==> src/rtl/memory_stage.sv <==
// memory_stage: pipeline memory stage with a single outstanding data-memory access,
// wait-state stalling, timeout abort and sticky timeout/misalignment error flags.
package memory_stage_pkg;
    typedef struct packed {
        logic [31:0] alu_result;
        logic [31:0] write_data;
        logic        mem_write;
        logic        reg_write;
        logic [4:0]  rd;
        logic        mem_read;
    } ex_to_mem_s;

    typedef struct packed {
        logic [31:0] result;
        logic        reg_write;
        logic [4:0]  rd;
    } mem_to_wb_s;
endpackage

module memory_stage
    import memory_stage_pkg::*;
#(
    parameter int TIMEOUT = 16
) (
    input  logic        clk,
    input  logic        rst,
    input  ex_to_mem_s  ex_to_mem,
    output logic        dmem_req,
    output logic        dmem_we,
    output logic [31:0] dmem_addr,
    output logic [31:0] dmem_wdata,
    input  logic        dmem_ready,
    input  logic [31:0] dmem_rdata,
    output mem_to_wb_s  mem_to_wb,
    output logic [31:0] bp_mem,
    output logic        stall,
    output logic        err_timeout,
    output logic        err_misalign
);
    localparam int CW = TIMEOUT > 1 ? $clog2(TIMEOUT) : 1;

    typedef enum logic {S_IDLE, S_WAIT} state_e;

    state_e      state_q, state_d;
    logic [CW-1:0] cnt_q, cnt_d;
    logic [31:0] addr_q, wdata_q;
    logic        we_q, rw_q;
    logic [4:0]  rd_q;
    mem_to_wb_s  wb_q, wb_d;
    logic        err_to_q, err_to_d, err_mis_q, err_mis_d;
    logic        access, mis, waiting, abort, complete, c_rw;
    logic [4:0]  c_rd;

    always_comb begin
        access     = ex_to_mem.mem_read | ex_to_mem.mem_write;
        mis        = access & (|ex_to_mem.alu_result[1:0]);
        waiting    = state_q == S_WAIT;
        abort      = waiting & !dmem_ready & (cnt_q == CW'(TIMEOUT - 1));
        // rst gates the request combinationally so it drops the instant reset rises
        dmem_req   = !rst & (waiting | (access & !mis));
        dmem_we    = waiting ? we_q : ex_to_mem.mem_write;
        dmem_addr  = waiting ? addr_q : ex_to_mem.alu_result;
        dmem_wdata = waiting ? wdata_q : ex_to_mem.write_data;
        c_rw       = waiting ? rw_q : ex_to_mem.reg_write;
        c_rd       = waiting ? rd_q : ex_to_mem.rd;
        stall      = dmem_req & !dmem_ready & !abort;
        complete   = dmem_req & dmem_ready;
        bp_mem     = ex_to_mem.alu_result;
        state_d    = stall ? S_WAIT : S_IDLE;
        cnt_d      = (waiting & stall) ? cnt_q + 1'b1 : '0;
        wb_d       = '0;
        if (!waiting & !access)
            wb_d = '{result: ex_to_mem.alu_result, reg_write: ex_to_mem.reg_write, rd: ex_to_mem.rd};
        else if (complete)
            wb_d = '{result: dmem_we ? dmem_addr : dmem_rdata, reg_write: c_rw & !dmem_we, rd: c_rd};
        err_to_d   = err_to_q | abort;
        err_mis_d  = err_mis_q | (!waiting & mis);
    end

    always_ff @(posedge clk or posedge rst) begin
        if (rst) begin
            state_q   <= S_IDLE;
            cnt_q     <= '0;
            addr_q    <= '0;
            wdata_q   <= '0;
            we_q      <= 1'b0;
            rw_q      <= 1'b0;
            rd_q      <= '0;
            wb_q      <= '0;
            err_to_q  <= 1'b0;
            err_mis_q <= 1'b0;
        end else begin
            state_q   <= state_d;
            cnt_q     <= cnt_d;
            wb_q      <= wb_d;
            err_to_q  <= err_to_d;
            err_mis_q <= err_mis_d;
            if (!waiting & stall) begin
                addr_q  <= ex_to_mem.alu_result;
                wdata_q <= ex_to_mem.write_data;
                we_q    <= ex_to_mem.mem_write;
                rw_q    <= ex_to_mem.reg_write;
                rd_q    <= ex_to_mem.rd;
            end
        end
    end

    assign mem_to_wb    = wb_q;
    assign err_timeout  = err_to_q;
    assign err_misalign = err_mis_q;
endmodule

==> config.mk <==
export PLATFORM = sky130hd
export DESIGN_NAME = memory_stage
export DESIGN_NICKNAME = d
export VERILOG_FILES = /design/src/rtl/memory_stage.sv
export SDC_FILE = /design/constraint.sdc
export NUM_CORES = 1
export LEC_CHECK = 0
export ABC_AREA = 1
export CAP_MARGIN = 20
export CORE_MARGIN = 2
export CORE_UTILIZATION = 45
export CTS_BUF_LIST = sky130_fd_sc_hd__clkbuf_4 sky130_fd_sc_hd__clkbuf_8
export DETAILED_ROUTE_END_ITERATION = 10
export PLACE_DENSITY = 0.94
export SYNTH_ARGS = -nofsm -noshare
export SYNTH_HDL_FRONTEND = slang
export SYNTH_SLANG_ARGS = --single-unit
==> constraint.sdc <==
create_clock -name clk -period 6.9 [get_ports clk]
set_input_delay 1.725 -clock clk [delete_from_list [all_inputs] [get_ports clk]]
set_output_delay 1.725 -clock clk [all_outputs]
set_load 0.01 [all_outputs]
==> metrics.txt <==
fillers=roughly 1100; pre-CTS setup slack=around 1800 ps; post-route ant nets=0; Final Hold Fails=0; Hold Path Class=reg -> reg; post-DP HPWL=roughly 11000 um; Placed Cells=between 1000 and 1500; final setup vio count=0; # IOs=246; GP Congestion=around 0.81; DR WL/cell=13.7 um; Hold Path Sink=cnt_q[0]$_DFF_PP0_; Seq/Total Area, Yosys=between 40% and 50%; worst slew pin tran=just over 1000 ps; root buf cell=clkbuf_8; worst IR drop on VDD=0.154 mV; source of the worst register-to-register timing path=state_q$_DFF_PP0_; max cap viols=0; PwrDens=223 mW/mm^2; CTS HTree Levels=4; initial antenna violation count=0; Hold Startpoint=cnt_q[0]$_DFF_PP0_; final std cells w/o fill=about 1200; count of state elements after synthesis=~120; Avg Synthesized Cell Area=7.62 um^2; Lkg Pwr=4.26 nW; # Post-CTS Setup Buffers=0; Nets=roughly 1100; WL final=~16000 um; hold path cells=1; worst-skew pair later-pin latency=around 430 ps; required time of the critical path=around 5200 ps; worst rel slew slack=between 30% and 40%; final setup TNS=0 ps; port buffer count=245; library cells used by synthesis=25; crit path max fanout=34; worst-case reg-to-reg path depth=9; Post-CTS Hold Buffers=0; Starting Density=a little under half; worst reg2reg path endpoint=mem_to_wb[25]$_DFF_PP0_; Netlist Area Pre-Place=approximately 0.0060 mm^2; most common cell after layout, fill and taps aside=nand2_1; most frequent cells in the layout=nand2_1 (357), clkdlybuf4s50_1 (245), dfrtp_1 (115), inv_1 (81), o21ai_0 (75); design area=0.00867 mm^2; RSZ-0062 raised after global routing=false; critical path arrival=roughly 3400 ps; clk sinks=116; Placeable Area=around 0.013 mm^2; cells after synthesis=roughly 790; Reg clk slew, reported paths=60 ps; syn nets=~900; R2R Setup Slk=about 4300 ps; share of cells above drive strength 1=roughly 7.1%; Vias/cell=4.75; Via Count=~5600; GRT Overall Usage=between 20% and 30%; CTS tree=done; GR Overflow Total=0; area delta synth->final=43.4%; ANT cells=0; Tcrit/Tclk final=approximately three quarters; status=finished, final reports clean; Max Freq=between 150 and 200 MHz; Final Critical Period=between 5000 and 6000 ps; Die H=120 um; final setup margin=1800 ps; Inserted Clock Buffers=17; clock skew=9.78 ps; global-route wire length before repair=26000 um; crit end category=primary output; row cnt=42; vias in the first global route=5375; Ys Warns=0; Initial DRC Count=320; post-CTS sizing=0; CTS Buffer Depth=2; DRT Pass-1 Iters=4; Chip Width=around 120 um; Final Max Tran Viols=0; Post-DP Area=between 0.008 and 0.009 mm^2; critical path class=in -> out; startpoint types=input pin; largest net degree at the start of global routing=92; total die area=0.0144 mm^2; number of remaining DRC errors=0
==> critical path, stage by stage <==
cell	delay (ps)
clkdlybuf4s50_1	510
nand2_1	80
nand2_2	60
buf_4	370
clkdlybuf4s50_1	620
==> worst max path at each step <==
stage                        startpoint      end  slack [ps]  cells after the start
after detailed placement  ex_to_mem[41]    stall        1800                      7
after global placement     ex_to_mem[7]  dmem_we        1820                      5
after global routing      ex_to_mem[41]    stall        1690                      7
after CTS                 ex_to_mem[41]    stall        1800                      7
final                      ex_to_mem[7]  dmem_we        1800                      5
after floorplan                     rst    stall         430                      3
==> through the flow <==
step	hold WS, ps	utilization [%]	total power, W
2_1_floorplan	433	-	0.00105
3_3_place_gp	445	62.3	0.00122
3_5_place_dp	453	62.3	0.00124
4_1_cts	463	65.7	0.00196
5_1_grt	493	65.7	0.00204
6_report	454	65.7	0.00194
==> Yosys cell counts <==
cell type | instances | area share (%)
o21bai_1 | 1 | 0.12
nor2_2 | 2 | 0.21
inv_4 | 1 | 0.10
clkbuf_1 | 7 | 0.43
xnor2_1 | 1 | 0.14
xor2_1 | 1 | 0.14
buf_2 | 14 | 1.2
buf_6 | 18 | 3.4
nand2_1 | 357 | 22
ha_1 | 1 | 0.21
o21ai_1 | 44 | 3.6
nand2_2 | 3 | 0.31
dfrtp_1 | 116 | 48
o21ai_0 | 75 | 6.2
nand3_1 | 2 | 0.17
o21ai_2 | 20 | 2.9
buf_4 | 36 | 4.5
clkbuf_2 | 2 | 0.17
nor2_1 | 6 | 0.37
inv_2 | 1 | 0.062
a31o_2 | 1 | 0.14
inv_1 | 82 | 5.1
nand4_2 | 1 | 0.21
a21oi_1 | 1 | 0.083
nand3_2 | 1 | 0.17
==> layer usage <==
metal  part of all wire (%)  vias to the layer above  track usage (%)
li1                       -                     2801                -
met1                     40                     2567             26.9
met2                     50                      197             39.6
met3                    7.5                       26             6.56
met4                    2.2                        0             9.56
met5                      0                        -                0
==> sequential cells by signal, summed over array words and instances (netlist names) <==
register      count
mem_to_wb        38
addr_q           32
wdata_q          32
rd_q              5
cnt_q             4
err_misalign      1
err_timeout       1
rw_q              1
state_q           1
we_q              1
==> layout make-up <==
type	instances	area, um^2	share of cell area (%)
clock buffer	23	310	3.58
clock inverter	9	148	1.70
inverter	84	320	3.69
multi-input combinational	517	2260	26.1
sequential	116	2910	33.5
tap	176	220	2.54
timing repair buffer	252	2500	28.9
==> report_power, final <==
group          internal (W)  leakage, nW  total (W)  switching [W]
combinational      0.000201         2.53   0.000387       0.000186
clock              0.000444        0.235   0.000716       0.000272
sequential         0.000780         1.50   0.000834      0.0000542
total               0.00143         4.26    0.00194       0.000512
==> cell families (layout without fill, tap and decap cells) <==
logic type	after synthesis	after routing	share of synthesized area [%]
simple gates	372	372	23.6
compound gates	142	142	13.1
fa+ha+maj	1	1	0.207
flops	116	116	48.0
buf+inv	161	368	14.8
xor+xnor	2	2	0.290
(Power assumes the default switching activity.)
